<file path="src/rtl/pipelined_cla_adder_if.sv">
// Operand/result handshake bundle for the pipelined CLA adder/subtractor.
// The operand source and result consumer sit on the master side; the adder is the slave.
interface pipelined_cla_adder_if #(
   parameter int unsigned WIDTH = 64
) ();
   logic             in_valid;
   logic             in_ready;
   logic [WIDTH-1:0] a;
   logic [WIDTH-1:0] b;
   logic             cin;
   logic             sub;
   logic             out_valid;
   logic             out_ready;
   logic [WIDTH-1:0] sum;
   logic             cout;
   logic             ovf;
   logic             zero;

   modport master (
      output in_valid, a, b, cin, sub, out_ready,
      input  in_ready, out_valid, sum, cout, ovf, zero
   );

   modport slave (
      input  in_valid, a, b, cin, sub, out_ready,
      output in_ready, out_valid, sum, cout, ovf, zero
   );
endinterface

</file>
<file path="src/rtl/pipelined_cla_adder.sv">
// Two-stage pipelined carry-lookahead adder/subtractor with status flags.
// Stage 1 forms bit and group propagate/generate; stage 2 resolves carries and the result.
module pipelined_cla_adder #(
   parameter int unsigned WIDTH = 64,
   parameter int unsigned GROUP = 4
) (
   input logic                 clk,
   input logic                 rstn,
   pipelined_cla_adder_if.slave io
);
   localparam int unsigned NGRP = WIDTH / GROUP;

   typedef struct packed {
      logic [WIDTH-1:0] p;
      logic [WIDTH-1:0] g;
      logic [NGRP-1:0]  gp;
      logic [NGRP-1:0]  gg;
      logic             c0;
   } s1_t;

   logic             en;
   logic [WIDTH-1:0] b_eff;
   logic             grp_run;
   s1_t              s1_d;
   s1_t              s1_q;
   logic             s1_valid;

   logic [NGRP:0]    gcar;
   logic [WIDTH:0]   car;
   logic             bit_c;
   logic [WIDTH-1:0] sum_d;

   logic             out_valid_q;
   logic [WIDTH-1:0] sum_q;
   logic             cout_q;
   logic             ovf_q;
   logic             zero_q;

   // Global stall: the whole pipe advances only when the output slot can move.
   assign en          = ~out_valid_q | io.out_ready;
   assign io.in_ready = en;

   // Stage 1: effective operand, bit P/G and group GP/GG (no carry chain here).
   always_comb begin
      s1_d    = '0;
      grp_run = 1'b0;
      b_eff   = io.sub ? ~io.b : io.b;
      s1_d.p  = io.a ^ b_eff;
      s1_d.g  = io.a & b_eff;
      s1_d.c0 = io.sub | io.cin;
      for (int k = 0; k < NGRP; k++) begin
         grp_run     = 1'b0;
         s1_d.gp[k]  = &s1_d.p[k*GROUP +: GROUP];
         for (int j = 0; j < GROUP; j++) begin
            grp_run = s1_d.g[k*GROUP+j] | (s1_d.p[k*GROUP+j] & grp_run);
         end
         s1_d.gg[k]  = grp_run;
      end
   end

   // Stage 2: group carry chain, then in-group lookahead from each group carry-in.
   always_comb begin
      gcar    = '0;
      car     = '0;
      bit_c   = 1'b0;
      gcar[0] = s1_q.c0;
      for (int k = 0; k < NGRP; k++) begin
         gcar[k+1] = s1_q.gg[k] | (s1_q.gp[k] & gcar[k]);
      end
      for (int k = 0; k < NGRP; k++) begin
         bit_c = gcar[k];
         for (int j = 0; j < GROUP; j++) begin
            car[k*GROUP+j] = bit_c;
            bit_c          = s1_q.g[k*GROUP+j] | (s1_q.p[k*GROUP+j] & bit_c);
         end
      end
      car[WIDTH] = gcar[NGRP];
      sum_d      = s1_q.p ^ car[WIDTH-1:0];
   end

   always_ff @(posedge clk or negedge rstn) begin
      if (!rstn) begin
         s1_q        <= '0;
         s1_valid    <= 1'b0;
         out_valid_q <= 1'b0;
         sum_q       <= '0;
         cout_q      <= 1'b0;
         ovf_q       <= 1'b0;
         zero_q      <= 1'b0;
      end else if (en) begin
         s1_q        <= s1_d;
         s1_valid    <= io.in_valid;
         out_valid_q <= s1_valid;
         sum_q       <= sum_d;
         cout_q      <= car[WIDTH];
         ovf_q       <= car[WIDTH-1] ^ car[WIDTH];
         zero_q      <= ~|sum_d;
      end
   end

   assign io.out_valid = out_valid_q;
   assign io.sum       = sum_q;
   assign io.cout      = cout_q;
   assign io.ovf       = ovf_q;
   assign io.zero      = zero_q;
endmodule

</file>
<file path="src/flat_wrapper.sv">
// flat-port wrapper written by rule: the top's interface ports become plain ports
module pipelined_cla_adder_flat 
#(
   parameter int unsigned WIDTH = 64,
   parameter int unsigned GROUP = 4
)
  (clk, rstn, io_in_valid, io_a, io_b, io_cin, io_sub, io_out_ready, io_in_ready, io_out_valid, io_sum, io_cout, io_ovf, io_zero);
  pipelined_cla_adder_if #(.WIDTH(WIDTH)) io_i ();
  input logic clk;
  input logic rstn;
  input wire logic [$bits(io_i.in_valid)-1:0] io_in_valid;
  input wire logic [$bits(io_i.a)-1:0] io_a;
  input wire logic [$bits(io_i.b)-1:0] io_b;
  input wire logic [$bits(io_i.cin)-1:0] io_cin;
  input wire logic [$bits(io_i.sub)-1:0] io_sub;
  input wire logic [$bits(io_i.out_ready)-1:0] io_out_ready;
  output wire logic [$bits(io_i.in_ready)-1:0] io_in_ready;
  output wire logic [$bits(io_i.out_valid)-1:0] io_out_valid;
  output wire logic [$bits(io_i.sum)-1:0] io_sum;
  output wire logic [$bits(io_i.cout)-1:0] io_cout;
  output wire logic [$bits(io_i.ovf)-1:0] io_ovf;
  output wire logic [$bits(io_i.zero)-1:0] io_zero;
  assign io_i.in_valid = io_in_valid;
  assign io_i.a = io_a;
  assign io_i.b = io_b;
  assign io_i.cin = io_cin;
  assign io_i.sub = io_sub;
  assign io_i.out_ready = io_out_ready;
  assign io_in_ready = io_i.in_ready;
  assign io_out_valid = io_i.out_valid;
  assign io_sum = io_i.sum;
  assign io_cout = io_i.cout;
  assign io_ovf = io_i.ovf;
  assign io_zero = io_i.zero;
  pipelined_cla_adder #(.WIDTH(WIDTH), .GROUP(GROUP)) u_core (.clk(clk), .rstn(rstn), .io(io_i));
endmodule
</file>
<file path="config.mk">
export PLATFORM = sky130hd
export DESIGN_NAME = pipelined_cla_adder_flat
export DESIGN_NICKNAME = d
export VERILOG_FILES = /design/src/rtl/pipelined_cla_adder_if.sv /design/src/rtl/pipelined_cla_adder.sv /design/src/flat_wrapper.sv
export SDC_FILE = /design/constraint.sdc
export NUM_CORES = 1
export LEC_CHECK = 0
export ABC_AREA = 1
export CORE_MARGIN = 2
export CORE_UTILIZATION = 46
export CTS_BUF_LIST = sky130_fd_sc_hd__clkbuf_8
export DETAILED_ROUTE_END_ITERATION = 8
export DONT_BUFFER_PORTS = 1
export PLACE_DENSITY = 0.75
export RECOVER_POWER = 100
export REMOVE_ABC_BUFFERS = 1
export SETUP_SLACK_MARGIN = 0.5
export SLEW_MARGIN = 20
export SYNTH_ARGS = -nofsm -noshare
export SYNTH_HDL_FRONTEND = slang
export SYNTH_SLANG_ARGS = --single-unit
</file>
<file path="constraint.sdc">
create_clock -name clk -period 3.75 [get_ports clk]
set_clock_uncertainty 0.1 [all_clocks]
set_input_delay 0.375 -clock clk [delete_from_list [all_inputs] [get_ports clk]]
set_output_delay 0.375 -clock clk [all_outputs]
set_load 0.02 [all_outputs]
</file>
==> results.sh, run 1 <==
export IMPL_status="complete, but fails checks"
export IMPL_violations="negative hold slack, negative setup slack"
export IMPL_required_ns=4.11
export IMPL_ys_ff_latch=214
export IMPL_core_region_area_sq_mm=0.0235
export IMPL_fillers=2046
export IMPL_root_buffer="clkbuf_8"
export IMPL_final_nets=1528
export IMPL_final_cell_mix="nand2_1, dfrtp_1, ha_1, xor2_1, clkbuf_8"
export IMPL_drc_errors=0
export IMPL_drv_cap=0
export IMPL_gp_congestion=0.853
export IMPL_fin_crit_sh=1.15
export IMPL_rsz0062_at_grt="yes"
export IMPL_drt_pass1_iterations=5
export IMPL_path_clk_slew_ns=0.06
export IMPL_cts_tree="done"
export IMPL_finalCriticalPeriod_ns=4.31
export IMPL_ant_nets=0
export IMPL_io_pins=203
export IMPL_arrival_ns=4.67
export IMPL_p_per_area_mw_per_mm2=617
export IMPL_postSynth_asyncResetShare=1.00
export IMPL_avgRoutedWirePerCell_um=15.7
export IMPL_holdWs_ns=-0.547
export IMPL_first_iter_violations=528
export IMPL_hp_class="input pin to asynchronous set/reset pin"
export IMPL_path_buf_inv=1
export IMPL_initial_core_util=0.468
export IMPL_viasPerCell=5.03
export IMPL_cts_sinks=214
export IMPL_critical_path_class="flop to flop"
export IMPL_syn_avg_cell_area_sq_um=8.91
export IMPL_antenna_cells=0
export IMPL_routed_wl_um=25600
export IMPL_cts_buffer_depth=3
export IMPL_clock_latency_ns=0.52
export IMPL_cts_buffers=39
export IMPL_finalSetupTns_ns=-0.677
export IMPL_numPortBuffers=0
export IMPL_post_route_cells_drive_above_1_share=0.184
export IMPL_syn_cell_area_sq_mm=0.0110
export IMPL_place_ws_ns=-0.717
export IMPL_start_kind="flop"
export IMPL_vdd_drop_max_uv=388
export IMPL_ys_types=26
export IMPL_rows=56
export IMPL_worstSetupEndpointType="flop"
export IMPL_grt_pass1_wl_um=40400
export IMPL_detailed_place_hpwl_um=17200
export IMPL_final_common_cell="nand2_1"
export IMPL_finalMaxSlewViolations=0
export IMPL_antenna_found_initial=0
export IMPL_synth_cells=1232
export IMPL_grt_max_degree=215
export IMPL_hold_buffers=15
export IMPL_fmax_mhz=232
export IMPL_cpPeakStageDelay_ns=0.41
export IMPL_ys_seq_area_frac=0.488
export IMPL_die_w_um=159
export IMPL_area_growth_pct=19.0
export IMPL_die_h_um=159
export IMPL_ys_dominant_reg_cell="dfrtp_1"
export IMPL_track_usage=0.202
export IMPL_hold_viol=214
export IMPL_grt_pass1_vias=8292
export IMPL_path_max_fanout=2
export IMPL_synth_edff_count=0
export IMPL_finalSetupViolCount=4
export IMPL_htree_levels=2
export IMPL_worstMarginPinSlew_ns=1.41
export IMPL_grt_remaining_overflow=0
export IMPL_ys_warn_count=0
export IMPL_num_vias=8185
export IMPL_die_area_sq_mm=0.0251
export IMPL_path_delay_family="simple AND/OR/NAND/NOR gates"
export IMPL_crit_slowest_cell="or3b_1"
export IMPL_power_leakage_nw=6.60
export IMPL_max_slew_margin=0.0609
export IMPL_crit_top_cell="nand2_2"
export IMPL_setup_ws_ns=-0.560
flip-flops by register name, indices dropped and copies added, names as in the netlist:
register	flops
u_core.io.cout	1
u_core.car	1
u_core.io.out_valid	1
u_core.io.sum	64
u_core.s1_valid	1
u_core.io.ovf	1
u_core.io.zero	1
u_core.s1_q	144
what timing repair did:
item                       4_1_cts  5_1_grt
pin swaps                       56       35
resized for setup               77       39
setup endpoints to repair       17       22
buffers inserted                12        5
hold endpoints to repair       231      214
metrics by stage:
stage	std cells	total power, mW	util	cell area (sq um)
2_1_floorplan	1180	4.83	-	10800
3_3_place_gp	1528	5.37	0.487	11400
3_5_place_dp	1528	5.42	0.487	11400
4_1_cts	1623	7.98	0.547	12800
5_1_grt	1628	8.59	0.557	13100
6_report	1628	8.07	0.557	13100
synthesized netlist by cell type, drive strengths merged (5+ instances only):
cell      n  area [sq um]
nand2   526          2050
dfrtp   214          5360
ha      112          1400
xor2     80           701
o21ai    66           330
inv      49           184
clkbuf   46           173
or2      32           200
nor2     24          90.1
a21oi    21           105
nand3    17          85.1
nor4     12          75.1
o221ai   10          87.6
buf       6          23.8
nand4     6          37.5
a211oi    5          37.5
routing by layer:
metal | wire length, um | global-route usage | vias to the layer above
met2 | 11900 | 0.327 | 213
met5 | 0 | 0 | -
met4 | 583 | 0.0631 | 0
li1 | - | - | 4056
met3 | 1760 | 0.0588 | 46
met1 | 11400 | 0.262 | 3870
path summary, 6_finish.rpt:
kind	depth (start not counted)	end	slack, ns	start
worst max-delay path	35	u_core.io.zero	-0.56	u_core.car[0]
worst min-delay path	0	u_core.s1_q[50]	-0.55	rstn
worst max register to register	35	u_core.io.zero	-0.56	u_core.car[0]
worst min register to register	2	u_core.io.out_valid	0.35	u_core.s1_valid
max in group asynchronous	0	u_core.s1_q[31]	3.69	rstn
min in group clk	3	u_core.s1_q[12]	0.03	io_a[47]
report_power, final:
part | internal (mW) | leakage (nW) | switching (mW)
Combinational | 1.03 | 3.50 | 1.12
Clock | 1.26 | 0.449 | 0.964
Sequential | 2.87 | 2.65 | 0.816
layout make-up:
cell class,instances,area (sq um),share of cell area
clock buffers,50,688,0.0527
clock inverters,18,106,0.00814
inverters,49,188,0.0144
multi-input cells,917,5800,0.444
flip-flops and latches,214,5360,0.410
well taps,319,399,0.0305
repair buffers,61,532,0.0407
logic make-up after synthesis:
kind of cell               after synthesis  share of synthesized area
adders and majority gates              112                      0.128
buffers and inverters                  101                     0.0346
AOI/OAI and AO/OA                      106                     0.0541
and+or+nand+nor                        619                      0.232
DFF                                    214                      0.488
xor gates and xnor gates                80                     0.0638
No activity file was read; power rests on OpenSTA's default activity.
==> inputs of run 2 (changes only) <==
TNS_END_PERCENT = 10   (was default)
==> run 2 against run 1 <==
  * The run ends with negative hold slack, max-capacitance violations, max-slew violations, negative setup slack left
  * Highest routed layer unchanged
  * Critical path type unchanged
  * Global-route usage decreased by 0.080 points
  * First-iteration DRC count decreased by 6.6%
  * Routed wire length decreased by 1.3%
  * Largest power group unchanged
  * Sequential cell count unchanged
  * Via count decreased by 0.44%
  * Final cell count decreased by 0.68%
  * Sequential power about the same
  * Clock power about the same
==> results.sh, run 2 (synthesis gave the netlist of run 1 again) <==
export IMPL_detailed_place_hpwl_um=17200
export IMPL_crit_top_cell="nand2_2"
export IMPL_finalSetupTns_ns=-0.584
export IMPL_holdWs_ns=-0.546
export IMPL_status="complete, but fails checks"
export IMPL_vdd_drop_max_uv=366
export IMPL_net_switching_power_mw=2.85
export IMPL_finalMaxSlewViolations=93
export IMPL_comb_power_share=0.253
export IMPL_clkPwrFrac=0.282
export IMPL_die_w_um=159
export IMPL_power_mw=7.90
export IMPL_multiInputGateArea_sq_mm=0.00567
export IMPL_crit_start="u_core.car[0]"
export IMPL_dp_cells=1528
export IMPL_root_buffer="clkbuf_8"
export IMPL_rows=56
export IMPL_hold_viol=214
export IMPL_fin_area_sq_mm=0.0128
export IMPL_grt_max_degree=215
export IMPL_fillers=2067
export IMPL_rsz0062_at_grt="yes"
export IMPL_crit_path_end="u_core.io.zero"
export IMPL_area_growth_pct=16.8
export IMPL_avgRoutedWirePerCell_um=15.6
export IMPL_stdcell_count=1617
export IMPL_start_kind="flop"
export IMPL_drc_errors=0
export IMPL_power_leakage_nw=6.52
export IMPL_hp_class="input pin to asynchronous set/reset pin"
export IMPL_final_cell_mix="nand2_1, dfrtp_1, ha_1, xor2_1, clkbuf_8"
export IMPL_finalSetupViolCount=4
export IMPL_timing_rr_start="u_core.car[0]"
export IMPL_place_area_sq_mm=0.0114
export IMPL_worstMarginPinSlew_ns=1.72
export IMPL_ff_latch_area_sq_mm=0.00536
export IMPL_largest_reg_flops=144
export IMPL_post_route_cells_drive_above_1_share=0.169
export IMPL_cts_tree="done"
export IMPL_numPortBuffers=0
export IMPL_grt_pass1_vias=8212
export IMPL_max_slew_margin=-0.145
export IMPL_final_common_cell="nand2_1"
export IMPL_cts_buffers=39
export IMPL_gp_congestion=0.853
export IMPL_antenna_cells=0
export IMPL_required_ns=4.11
export IMPL_drv_cap=1
export IMPL_cts_sinks=214
export IMPL_viasPerCell=5.04
export IMPL_intPower_mw=5.06
export IMPL_grt_pass1_wl_um=40200
export IMPL_finalCriticalPeriod_ns=4.20
export IMPL_num_vias=8149
export IMPL_ant_nets=0
export IMPL_die_area_sq_mm=0.0251
export IMPL_htree_levels=2
export IMPL_track_usage=0.201
export IMPL_swShare=0.360
export IMPL_fmax_mhz=238
export IMPL_clock_latency_ns=0.53
export IMPL_seq_power_share=0.465
export IMPL_final_nets=1517
export IMPL_largest_register="u_core.s1_q"
export IMPL_path_max_fanout=2
export IMPL_initial_core_util=0.468
export IMPL_hold_buffers=15
export IMPL_reg2regPathDepth=32
export IMPL_cts_buffer_depth=3
export IMPL_setup_ws_ns=-0.450
export IMPL_first_iter_violations=493
export IMPL_core_region_area_sq_mm=0.0235
export IMPL_die_h_um=159
export IMPL_io_pins=203
export IMPL_reg2reg_to="u_core.io.zero"
export IMPL_r2r_slack_ns=-0.45
export IMPL_drt_pass1_iterations=5
export IMPL_crit_slowest_cell="or3b_1"
export IMPL_grt_remaining_overflow=0
export IMPL_routed_wl_um=25200
export IMPL_cpPeakStageDelay_ns=0.41
export IMPL_violations="negative hold slack, max-capacitance violations, max-slew violations, negative setup slack"
export IMPL_fin_crit_sh=1.12
export IMPL_arrival_ns=4.56
export IMPL_p_per_area_mw_per_mm2=616
export IMPL_path_clk_slew_ns=0.06
export IMPL_worstSetupEndpointType="flop"
export IMPL_antenna_found_initial=0
export IMPL_critical_path_class="flop to flop"
-- run 2: changes by cell type in the layout (fill, tap and decap cells not counted), moves of 3 or more --
cell / before / now
nand2_2: 35 / 32
ha_1: 85 / 89
o21ai_0: 34 / 43
nand2_1: 487 / 492
or2_2: 13 / 17
o21ai_1: 32 / 23
buf_4: 39 / 30
or2_4: 19 / 15
buf_6: 4 / 0
ha_4: 21 / 15
-- run 2: final cells by class --
class | count | share of cell area
multi-input cells | 917 | 0.442
inverters | 49 | 0.0146
flip-flops and latches | 214 | 0.418
well taps | 319 | 0.0311
clock buffers | 50 | 0.0537
clock inverters | 18 | 0.00829
repair buffers | 50 | 0.0325
-- run 2: worst min-delay path by stage --
stage	endpoint	cells after the start	from	slack, ns
4_1_cts	u_core.s1_q[20]	0	rstn	-0.58
5_1_grt	u_core.io.sum[13]	0	rstn	-0.58
3_5_place_dp	u_core.io.sum[14]	0	rstn	-0.02
3_3_place_gp	u_core.io.sum[14]	0	rstn	-0.02
6_report	u_core.s1_q[50]	0	rstn	-0.55
2_1_floorplan	u_core.car[0]	0	rstn	-0.02
-- run 2: power groups by stage --
| stage | sequential [mW] | clock [mW] | combinational [mW] |
|---|---|---|---|
| floorplan | 3.55 | 0 | 1.27 |
| global placement | 3.68 | 0 | 1.70 |
| detailed placement | 3.69 | 0 | 1.73 |
| CTS | 3.67 | 2.29 | 1.90 |
| global route | 3.76 | 2.39 | 2.28 |
| finish | 3.68 | 2.23 | 2.00 |
-- run 2: timing repair --
action | CTS | global route
buffers inserted | 2 | 4
endpoints found under the setup margin | 17 | 24
hold endpoints to repair | 231 | 214
gates resized for setup | 54 | 33
pin swaps | 47 | 46
-- run 2: worst max-delay path: cells and delay by family, from the launching register on --
| family | cells | cell delay, ns |
|---|---|---|
| adders and majority gates | 3 | 0.60 |
| DFF | 1 | 0.38 |
| AOI/OAI and AO/OA | 1 | 0.16 |
| and+or+nand+nor | 26 | 2.65 |
| buffers and inverters | 2 | 0.25 |
-- run 2: layer usage --
| layer | vias to the layer above | wire [um] | track usage |
|---|---|---|---|
| met4 | 0 | 648 | 0.0622 |
| met5 | - | 0 | 0 |
| met2 | 223 | 11600 | 0.324 |
| li1 | 4041 | - | - |
| met3 | 50 | 1750 | 0.0585 |
| met1 | 3835 | 11300 | 0.263 |
-- run 2: per-stage QoR --
| step | setup slack [ns] | utilization |
|---|---|---|
| 6_report | -0.450 | 0.546 |
| 5_1_grt | -0.727 | 0.546 |
| 4_1_cts | -0.658 | 0.539 |
| 3_5_place_dp | -0.717 | 0.487 |
| 3_3_place_gp | -0.639 | 0.487 |
| 2_1_floorplan | -9.74 | - |
